[config.mk]
export PLATFORM = sky130hd
export DESIGN_NAME = control_sequencer
export DESIGN_NICKNAME = d
export VERILOG_FILES = /design/src/rtl/mini_src_pkg.sv /design/src/rtl/ctl_decode.sv /design/src/rtl/control_sequencer.sv
export SDC_FILE = /design/constraint.sdc
export NUM_CORES = 1
export LEC_CHECK = 0
export CELL_PAD_IN_SITES_DETAIL_PLACEMENT = 1
export CELL_PAD_IN_SITES_GLOBAL_PLACEMENT = 2
export CORE_UTILIZATION = 28
export DETAILED_ROUTE_END_ITERATION = 8
export PLACE_DENSITY_LB_ADDON = 0.2
export REMOVE_ABC_BUFFERS = 1
export SYNTH_ARGS = -nofsm -noshare
export SYNTH_HDL_FRONTEND = slang
export SYNTH_HIERARCHICAL = 1
export SYNTH_SLANG_ARGS = --single-unit
export TNS_END_PERCENT = 100
[constraint.sdc]
create_clock -name clk -period 3.2 [get_ports clk]
set_input_delay 0.8 -clock clk [delete_from_list [all_inputs] [get_ports clk]]
set_output_delay 0.8 -clock clk [all_outputs]
set_load 0.02 [all_outputs]
[src/rtl/mini_src_pkg.sv]
// -----------------------------------------------------------------------------
// mini_src_pkg
// Shared definitions for the Mini SRC control path:
//   - opcode constants (IR[31:27])
//   - bus source indices, shared with the bus multiplexer
//   - sequencer state encoding and the decoded control-word struct
//   - opcode classification helpers used by the sequencer and its decoder
// -----------------------------------------------------------------------------
package mini_src_pkg;

  localparam int OP_W   = 5;
  localparam int NSRC_W = 8;

  // Opcodes. ADD..SHL bound the contiguous reg-reg ALU range.
  localparam logic [OP_W-1:0] OP_ADD  = 5'b00011;
  localparam logic [OP_W-1:0] OP_SHL  = 5'b01011;
  localparam logic [OP_W-1:0] OP_DIV  = 5'b01111;
  localparam logic [OP_W-1:0] OP_MUL  = 5'b10000;
  localparam logic [OP_W-1:0] OP_NEG  = 5'b10001;
  localparam logic [OP_W-1:0] OP_NOT  = 5'b10010;
  localparam logic [OP_W-1:0] OP_IN   = 5'b10110;
  localparam logic [OP_W-1:0] OP_MFHI = 5'b11000;
  localparam logic [OP_W-1:0] OP_MFLO = 5'b11001;
  localparam logic [OP_W-1:0] OP_NOP  = 5'b11010;
  localparam logic [OP_W-1:0] OP_HALT = 5'b11011;

  // Bus source indices (bit positions in bus_sel).
  localparam int SRC_R0R15  = 0;
  localparam int SRC_HI     = 1;
  localparam int SRC_LO     = 2;
  localparam int SRC_ZHI    = 3;
  localparam int SRC_ZLO    = 4;
  localparam int SRC_PC     = 5;
  localparam int SRC_MDR    = 6;
  localparam int SRC_INPORT = 7;

  typedef enum logic [3:0] {
    T0, T1, T2, T3, T4, T5, T6, HALT, PAUSE
  } state_t;

  typedef enum logic [2:0] {
    CLS_ALU, CLS_MULDIV, CLS_UNARY, CLS_MFHI, CLS_MFLO, CLS_IN, CLS_NOP, CLS_HALT
  } op_class_t;

  typedef struct packed {
    logic [NSRC_W-1:0] bus_sel;
    logic gra;
    logic grb;
    logic grc;
    logic r_in;
    logic pc_in;
    logic ir_in;
    logic mar_in;
    logic mdr_in;
    logic y_in;
    logic z_in;
    logic hi_in;
    logic lo_in;
    logic inc_pc;
    logic mem_read;
    logic run;
  } ctl_t;

  // Unlisted opcodes fall into CLS_NOP: one empty execute step.
  function automatic op_class_t op_class(input logic [OP_W-1:0] op);
    op_class_t c;
    if (op >= OP_ADD && op <= OP_SHL) begin
      c = CLS_ALU;
    end else begin
      case (op)
        OP_MUL, OP_DIV: c = CLS_MULDIV;
        OP_NEG, OP_NOT: c = CLS_UNARY;
        OP_MFHI:        c = CLS_MFHI;
        OP_MFLO:        c = CLS_MFLO;
        OP_IN:          c = CLS_IN;
        OP_HALT:        c = CLS_HALT;
        default:        c = CLS_NOP;
      endcase
    end
    return c;
  endfunction

  // Final execute state of each class; that state returns to T0 or PAUSE.
  function automatic state_t last_exec_state(input op_class_t c);
    state_t s;
    case (c)
      CLS_ALU:    s = T5;
      CLS_MULDIV: s = T6;
      CLS_UNARY:  s = T4;
      default:    s = T3;
    endcase
    return s;
  endfunction

endpackage

[src/rtl/ctl_decode.sv]
// -----------------------------------------------------------------------------
// ctl_decode
// Purely combinational map from sequencer state and opcode to the control word.
// Ports:
//   i_state   - current sequencer state
//   i_op      - opcode field from the instruction register
//   i_mem_rdy - memory read data valid (gates the MDR load during T1)
//   o_ctl     - decoded bus select, register selects and load enables
// -----------------------------------------------------------------------------
module ctl_decode
  import mini_src_pkg::*;
(
  input  state_t                i_state,
  input  logic [OP_W-1:0]       i_op,
  input  logic                  i_mem_rdy,
  output ctl_t                  o_ctl
);

  op_class_t w_cls;
  assign w_cls = op_class(i_op);

  always_comb begin
    o_ctl     = '0;
    o_ctl.run = (i_state != HALT) && (i_state != PAUSE);
    case (i_state)
      T0: begin
        o_ctl.bus_sel[SRC_PC] = 1'b1;
        o_ctl.mar_in          = 1'b1;
        o_ctl.inc_pc          = 1'b1;
        o_ctl.z_in            = 1'b1;
      end
      T1: begin
        o_ctl.bus_sel[SRC_ZLO] = 1'b1;
        o_ctl.pc_in            = 1'b1;
        o_ctl.mem_read         = 1'b1;
        // MDR only captures on the cycle memory actually returns data.
        o_ctl.mdr_in           = i_mem_rdy;
      end
      T2: begin
        o_ctl.bus_sel[SRC_MDR] = 1'b1;
        o_ctl.ir_in            = 1'b1;
      end
      T3: begin
        case (w_cls)
          CLS_ALU: begin
            o_ctl.grb                = 1'b1;
            o_ctl.bus_sel[SRC_R0R15] = 1'b1;
            o_ctl.y_in               = 1'b1;
          end
          CLS_MULDIV: begin
            o_ctl.gra                = 1'b1;
            o_ctl.bus_sel[SRC_R0R15] = 1'b1;
            o_ctl.y_in               = 1'b1;
          end
          CLS_UNARY: begin
            o_ctl.grb                = 1'b1;
            o_ctl.bus_sel[SRC_R0R15] = 1'b1;
            o_ctl.z_in               = 1'b1;
          end
          CLS_MFHI: begin
            o_ctl.bus_sel[SRC_HI] = 1'b1;
            o_ctl.gra             = 1'b1;
            o_ctl.r_in            = 1'b1;
          end
          CLS_MFLO: begin
            o_ctl.bus_sel[SRC_LO] = 1'b1;
            o_ctl.gra             = 1'b1;
            o_ctl.r_in            = 1'b1;
          end
          CLS_IN: begin
            o_ctl.bus_sel[SRC_INPORT] = 1'b1;
            o_ctl.gra                 = 1'b1;
            o_ctl.r_in                = 1'b1;
          end
          default: ;
        endcase
      end
      T4: begin
        case (w_cls)
          CLS_ALU: begin
            o_ctl.grc                = 1'b1;
            o_ctl.bus_sel[SRC_R0R15] = 1'b1;
            o_ctl.z_in               = 1'b1;
          end
          CLS_MULDIV: begin
            o_ctl.grb                = 1'b1;
            o_ctl.bus_sel[SRC_R0R15] = 1'b1;
            o_ctl.z_in               = 1'b1;
          end
          CLS_UNARY: begin
            o_ctl.bus_sel[SRC_ZLO] = 1'b1;
            o_ctl.gra              = 1'b1;
            o_ctl.r_in             = 1'b1;
          end
          default: ;
        endcase
      end
      T5: begin
        case (w_cls)
          CLS_ALU: begin
            o_ctl.bus_sel[SRC_ZLO] = 1'b1;
            o_ctl.gra              = 1'b1;
            o_ctl.r_in             = 1'b1;
          end
          CLS_MULDIV: begin
            o_ctl.bus_sel[SRC_ZLO] = 1'b1;
            o_ctl.lo_in            = 1'b1;
          end
          default: ;
        endcase
      end
      T6: begin
        if (w_cls == CLS_MULDIV) begin
          o_ctl.bus_sel[SRC_ZHI] = 1'b1;
          o_ctl.hi_in            = 1'b1;
        end
      end
      default: ;
    endcase
  end

endmodule

[src/rtl/control_sequencer.sv]
// -----------------------------------------------------------------------------
// control_sequencer
// Moore control unit stepping the Mini SRC datapath through fetch (T0-T2) and
// opcode-dependent execute steps (T3-T6), with HALT and PAUSE states.
// Ports:
//   clk, clr            - clock; asynchronous active-high reset to T0
//   ir_op               - opcode from IR[31:27]
//   mem_rdy             - memory read data valid (ends the T1 stall)
//   stop                - pause request, honoured at the last execute step
//   bus_sel             - one-hot bus source select
//   gra, grb, grc       - register field selects
//   r_in .. lo_in       - destination load enables
//   inc_pc, mem_read    - ALU PC+1 select, memory read strobe
//   alu_op              - ALU operation (follows ir_op)
//   run                 - high except in HALT and PAUSE
// -----------------------------------------------------------------------------
module control_sequencer
  import mini_src_pkg::*;
#(
  parameter int OPW  = 5,
  parameter int NSRC = 8
) (
  input  logic            clk,
  input  logic            clr,
  input  logic [OPW-1:0]  ir_op,
  input  logic            mem_rdy,
  input  logic            stop,
  output logic [NSRC-1:0] bus_sel,
  output logic            gra,
  output logic            grb,
  output logic            grc,
  output logic            r_in,
  output logic            pc_in,
  output logic            ir_in,
  output logic            mar_in,
  output logic            mdr_in,
  output logic            y_in,
  output logic            z_in,
  output logic            hi_in,
  output logic            lo_in,
  output logic            inc_pc,
  output logic            mem_read,
  output logic [OPW-1:0]  alu_op,
  output logic            run
);

  state_t          r_state;
  state_t          w_state_nxt;
  state_t          w_last;
  state_t          w_exit;
  logic            w_at_last;
  logic [OP_W-1:0] w_op;
  op_class_t       w_cls;
  ctl_t            w_ctl;
  ctl_t            w_out;

  assign w_op      = OP_W'(ir_op);
  assign w_cls     = op_class(w_op);
  assign w_last    = last_exec_state(w_cls);
  assign w_at_last = (r_state == w_last);
  assign w_exit    = stop ? PAUSE : T0;

  always_ff @(posedge clk or posedge clr) begin
    if (clr) r_state <= T0;
    else     r_state <= w_state_nxt;
  end

  always_comb begin
    w_state_nxt = r_state;
    case (r_state)
      T0:      w_state_nxt = T1;
      T1:      w_state_nxt = mem_rdy ? T2 : T1;
      T2:      w_state_nxt = (w_cls == CLS_HALT) ? HALT : T3;
      T3:      w_state_nxt = w_at_last ? w_exit : T4;
      T4:      w_state_nxt = w_at_last ? w_exit : T5;
      T5:      w_state_nxt = w_at_last ? w_exit : T6;
      T6:      w_state_nxt = w_exit;
      HALT:    w_state_nxt = HALT;
      PAUSE:   w_state_nxt = stop ? PAUSE : T0;
      default: w_state_nxt = T0;
    endcase
  end

  ctl_decode u_decode (
    .i_state   (r_state),
    .i_op      (w_op),
    .i_mem_rdy (mem_rdy),
    .o_ctl     (w_ctl)
  );

  // The register sits at T0 during clr, so outputs are masked directly;
  // releasing clr exposes T0 decode in the same cycle.
  assign w_out    = clr ? '0 : w_ctl;

  assign bus_sel  = NSRC'(w_out.bus_sel);
  assign gra      = w_out.gra;
  assign grb      = w_out.grb;
  assign grc      = w_out.grc;
  assign r_in     = w_out.r_in;
  assign pc_in    = w_out.pc_in;
  assign ir_in    = w_out.ir_in;
  assign mar_in   = w_out.mar_in;
  assign mdr_in   = w_out.mdr_in;
  assign y_in     = w_out.y_in;
  assign z_in     = w_out.z_in;
  assign hi_in    = w_out.hi_in;
  assign lo_in    = w_out.lo_in;
  assign inc_pc   = w_out.inc_pc;
  assign mem_read = w_out.mem_read;
  assign run      = w_out.run;
  assign alu_op   = ir_op;

endmodule

After elaboration in Yosys (flattened, before gate mapping)
Memories as Yosys holds them, arrays and structs flattened.
Cells that the tools add are included.
{ "totals": {"regBits": 4, "mem_bits_ro": 192, "in_bits": 9, "output_inout_bits": 28, "elab_cells": 73, "mem_count": 2} }
{ "memory_table": {"columns": ["memory", "depth", "word_bits", "read_ports", "rd_ports_with_merged_regs", "wr", "line", "rtl"], "rows": [
  ["(name not given)", 32, 3, 1, 0, 0, "mini_src_pkg.sv:70", "case (op)"],
  ["(name not given)", 32, 3, 1, 0, 0, "mini_src_pkg.sv:70", null]
]} }
{ "op_classes": {"order_cmp": 2, "eq_ne": 19, "n_mux": 38, "n_reduce_logical": 11} }
{ "op_table": {"columns": ["op", "n"], "rows": [
  ["4-bit one-hot mux with 8 select lines", 1],
  ["23-bit two-way mux", 1],
  ["1-bit two-way mux", 20],
  ["4-bit by 3-bit equality test with 1-bit output, second input constant", 4],
  ["4-bit two-way mux", 4],
  ["1-bit one-hot mux with 3 select lines", 4],
  ["3-bit by 2-bit equality test with 1-bit output, second input constant", 3],
  ["3-bit equality test, second input constant", 3],
  ["3-bit two-way mux", 3],
  ["3-bit one-hot mux with 3 select lines", 1],
  ["4-bit by 2-bit equality test with 1-bit output, second input constant", 2],
  ["3-bit by 1-bit equality test with 1-bit output, second input constant", 2],
  ["3-bit logical NOT", 2],
  ["2-bit OR reduction", 3],
  ["3-bit OR reduction", 2],
  ["5-bit by 2-bit greater-or-equal comparator with 1-bit output, second input constant", 1],
  ["5-bit by 4-bit <= comparator with 1-bit output, second input constant", 1],
  ["4-bit by 1-bit equality test with 1-bit output, second input constant", 1],
  ["4-bit equality test", 1],
  ["4-bit equality test, second input constant", 1],
  ["4-bit logical NOT", 1],
  ["2-bit two-way mux", 2],
  ["4-bit by 3-bit inequality test with 1-bit output, second input constant", 1],
  ["4-bit inequality test, second input constant", 1],
  ["3 further kinds", 5]
]} }

Longest topological paths before layout
{ "depth": {"depth_word": 8, "mapped_depth": 8, "mapped_depth_nobuf": 8} }

Hierarchy
The synthesis kept the hierarchy.
{ "by_module_without_submodules": {"columns": ["mod", "instances", "cells_per_inst", "area_per_inst_um2", "seq_area_each_um2"], "rows": [
  ["control_sequencer", 1, 99, 772.0, 100.1],
  ["ctl_decode", 1, 88, 656.9, 0.0]
]} }

Worst setup path after synthesis
Ideal clock, no wire load.
{ "synth_timing": {"path_kind": "input port to output port", "from": "input ir_op[0]", "to": "output r_in", "arrival_ns": 2.388, "required_time_ns": 2.400, "setup_slack_ns": 0.012, "path_stages": 7, "path_buffers": 0, "path_cell_list": "inv_1 -> ha_1 -> a2111oi_4 -> nor2_4 -> o21a_1 -> o31ai_2 -> nor2b_1"} }
{ "synth_lines": {"columns": ["element", "line", "rtl"], "rows": [
  ["from (decl)", "control_sequencer.sv:25", "input logic [OPW-1:0] ir_op,"],
  ["to (decl)", "control_sequencer.sv:32", "output logic r_in,"]
]} }

==> tab_implementation.tex <==
\begin{tabular}{lr}
\hline
Metric & Value \\
\hline
\multicolumn{2}{l}{\textbf{Run status}} \\
Status & finished, violations left \\
Violations in the final reports & negative setup slack \\
\multicolumn{2}{l}{\textbf{Synth}} \\
Largest family of logic cells by synthesized area & simple AND/OR/NAND/NOR gates \\
Unique cell type count in the Yosys netlist & 58 \\
Number of synthesized flops with an enable pin & 0 \\
Simple-gate share of the synthesized area & 37.9\% \\
Multiplexer share of the synthesized area & 3.15\% \\
Yosys reg bits & 4 \\
Xor/xnor share of the synthesized area & 2.45\% \\
Arithmetic-cell share of the synthesized area counting full adders, half adders and majority gates & 11.4\% \\
Top FF cell, synth & sky130\_fd\_sc\_hd\_\_dfrtp\_1 \\
Fraction of registers with async set/reset & 100\% \\
Synthesized cell area & 0.00143 mm² \\
Compound-cell area share of the yosys netlist & 26.4\% \\
Count of yosys warnings during synthesis & 6 \\
Post-Synthesis Cells & 187 \\
Post-synthesis sequential area ratio & 7.01\% \\
Synth Area per Inst & 7.64 µm² \\
\multicolumn{2}{l}{\textbf{Pwr}} \\
Fraction of power consumed by sequential logic & 9.4\% \\
Proportion of power drawn by combinational gates & 79.7\% \\
Peak VDD IR & 0.181 mV \\
Cell area power density & 401 mW/mm² \\
Internal power consumption & 0.000502 W \\
Leakage & 0.992 nW \\
Switching part of the total & 47.1\% \\
Switching power summed over all nets & 0.000448 W \\
Clock share of power & 11.0\% \\
\multicolumn{2}{l}{\textbf{Timing}} \\
Share of the cycle needed by the critical path after routing & 104\% \\
Post-route minimum period & 3.31 ns \\
Final number of max-transition violations & 0 \\
Unrepaired setup endpoints after global routing & yes \\
Fmax & 0.302 GHz \\
Setup WS post-layout & -0.112 ns \\
Post-Route Skew & 0.000563 ns \\
Count of final setup violators & 10 \\
Relative slew slack & 70.7\% \\
Post-route worst hold slack & 0.704 ns \\
Fin. Hold Viols & 0 \\
Measured slew at the worst slew-check pin & 0.439 ns \\
\multicolumn{2}{l}{\textbf{Critical path}} \\
Cells traversed along the worst timing path & buf\_8 > buf\_6 > buf\_4 > a21oi\_4 > buf\_4 > a31oi\_2 > a31oi\_2 > a31oi\_2 > buf\_4 > o31ai\_4 > nor2b\_4 > buf\_6 \\
Slowest cell on the critical path & sky130\_fd\_sc\_hd\_\_a31oi\_2 \\
Worst path top cell family by delay & buffers and inverters \\
Crit Reg-Reg Startpoint & r\_state[0]\$\_DFF\_PP0\_ \\
Sum of buffers and inverters on the critical path & 6 \\
Maximum net fanout on the critical path & 6 \\
Worst-case reg-to-reg path depth & 4 \\
Kind of end point of the critical path & output pin \\
Class of the most critical setup path & primary input to output pin \\
CP Data Arrival Time & 2.51 ns \\
Startpoint of the worst setup timing path & ir\_op[0] \\
CP Depth & 12 \\
Max incr delay on CP & 0.24 ns \\
Critical Path Source Type & primary input \\
WP data required & 2.40 ns \\
\multicolumn{2}{l}{\textbf{Floorplan}} \\
Horizontal die dimension & 73.4 µm \\
Die outline area & 0.00539 mm² \\
Core Region & 0.00482 mm² \\
Die Ht & 73.4 µm \\
Boundary Pins & 37 \\
Number of placement rows & 25 \\
Initial standard-cell utilization of the core & 29.7\% \\
\multicolumn{2}{l}{\textbf{Clock tree}} \\
TritonCTS clock tree & yes \\
Count of H-tree levels built during CTS & 1 \\
Number of clock sinks & 4 \\
CTS Buf Count & 3 \\
Worst-skew pair later-pin latency & 0.21 ns \\
Clock-pin slew of the registers on the worst-case setup and hold paths & 0.03 ns \\
CTS hold repair buffers & 0 \\
Clock Tree Root & sky130\_fd\_sc\_hd\_\_clkbuf\_8 \\
Buffer levels on the longest clock path & 2 \\
\multicolumn{2}{l}{\textbf{Route}} \\
DR pass1 iterations & 4 \\
Sum of routed wire length over all layers & 4820 µm \\
WL per Instance & 15.0 µm \\
Number of nets with antenna violations after routing & 0 \\
DRC violations left & 0 \\
Via/cell ratio & 4.95 \\
Initial detailed-routing violation count & 58 \\
Vias after detailed routing & 1595 \\
\multicolumn{2}{l}{\textbf{Final layout}} \\
Count of filler cells inserted in the layout & 571 \\
Post-route cell area & 0.00237 mm² \\
Final Util & 49.1\% \\
Top library cells by usage in the layout, fill and taps aside & sky130\_fd\_sc\_hd\_\_buf\_4 (50), sky130\_fd\_sc\_hd\_\_nor2b\_1 (23), sky130\_fd\_sc\_hd\_\_clkdlybuf4s50\_1 (17) \\
Layout-stage area growth over the synthesis result & 65.7\% \\
Share of post-route cells with drive strength above 1 & 45.1\% \\
Count of nets after finishing & 279 \\
Top reg by flops & r\_state \\
Finished Layout Cells & 322 \\
Registers with the most flip-flops & r\_state: 4 flops \\
Final antenna diode count & 0 \\
Most common cell after layout, fill and taps aside & sky130\_fd\_sc\_hd\_\_buf\_4 \\
Flip-flop count of the largest register, all copies and words added & 4 \\
\multicolumn{2}{l}{\textbf{Min path}} \\
Hold/Removal Path Class & flop to flop \\
Cell depth of the worst min-delay path & 2 \\
Hold wc startpoint & r\_state[3]\$\_DFF\_PP0\_ \\
\multicolumn{2}{l}{\textbf{Global routing}} \\
Via count of the first global-routing pass & 1745 \\
GRT Residual Overflow & 0 \\
Total global routing track utilization & 18.5\% \\
First-pass GRT wire length & 8040 µm \\
Number of antenna violations at the first check in global routing & 0 \\
Pin count of the biggest net entering global routing & 25 \\
\multicolumn{2}{l}{\textbf{Place}} \\
Estimated wirelength of the detail-placed design & 3620 µm \\
Worst setup slack before clock tree synthesis & -1.05 ns \\
Placed Instance Area & 0.00206 mm² \\
Buffers on Ports & 36 \\
Weighted congestion at the end of routability-driven global placement & 0.806 \\
Cells after DPL & 311 \\
\multicolumn{2}{l}{\textbf{Run}} \\
Max capacitance violation total & 0 \\
\hline
\end{tabular}
cell usage after synthesis (all sizes together), types with 4 or more instances:
library cell  instances  area (µm²)
a21oi                 5        32.5
nor3                 12        60.1
clkbuf                4        15.0
ha                   13         163
dfrtp                 4         100
nand2                 6        22.5
nand3b                4        33.8
o21ai                 6        30.0
a31oi                 9        56.3
nand2b                6        37.5
nor2                  9        43.8
buf                  14         108
inv                  11        41.3
nor2b                28         178
and3                  6        37.5
worst min-delay path: cells and delay by family (launching register included):
kind	cells	cell delay, ns
compound gates	1	0.05
buf+inv	1	0.20
flops	1	0.40
worst paths after layout:
path / endpoint / slack, ns
max: r_in / -0.11
min: r_state[1]$_DFF_PP0_ / 0.70
max reg2reg: r_state[2]$_DFF_PP0_ / 1.85
min reg2reg: r_state[1]$_DFF_PP0_ / 0.70
max in group asynchronous: r_state[0]$_DFF_PP0_ / 2.00
min in group asynchronous: r_state[3]$_DFF_PP0_ / 1.04
stage by stage:
stage | TNS [ns] | power (W)
3_5_place_dp | -13.91 | 0.000776
2_1_floorplan | 0 | 0.000466
5_1_grt | -1.21 | 0.00103
3_3_place_gp | -12.98 | 0.000754
6_report | -0.377 | 0.000950
4_1_cts | -0.375 | 0.000918
area by class of cell:
type                            instances  area [µm²]  area share [%]
Tap cell                               67        83.8            3.54
Clock buffer                            3        41.3            1.74
Inverter                               12        50.0            2.11
Sequential cell                         4         100            4.23
Timing Repair Buffer                   83         709            30.0
Multi-Input combinational cell        153        1380            58.4
layer usage:
metal	GRT usage, %	vias up	share of wire, %	wire (µm)
li1	-	806	-	-
met1	22.2	754	43	2060
met5	0	-	0	0
met2	36.2	32	54	2590
met3	0.960	3	2.8	137
met4	3.21	0	0.73	35
cell families after synthesis:
group | Yosys count
AND/OR/NAND/NOR | 87
AO/OA/AOI/OAI | 45
buffers and inverters | 30
adder cells (fa/ha/maj) | 13
XOR/XNOR | 4
multiplexers | 4
flip-flops | 4
repair_timing:
item	4_1_cts	5_1_grt
hold endpoints to repair	0	0
pin swaps	15	10
cloned	0	0
setup buffers	5	3
gates resized for setup	125	20
endpoints found under the setup margin	14	13
power by group through the flow:
| stage | Sequential [W] | Clock [W] | Combinational, W |
|---|---|---|---|
| floorplan | 0.000123 | 0 | 0.000343 |
| global route | 0.0000936 | 0.000111 | 0.000825 |
| global placement | 0.0000881 | 0 | 0.000666 |
| finish | 0.0000889 | 0.000104 | 0.000757 |
| detailed placement | 0.0000889 | 0 | 0.000687 |
| CTS | 0.0000893 | 0.000106 | 0.000723 |
No activity file was read; power rests on OpenSTA's default activity.
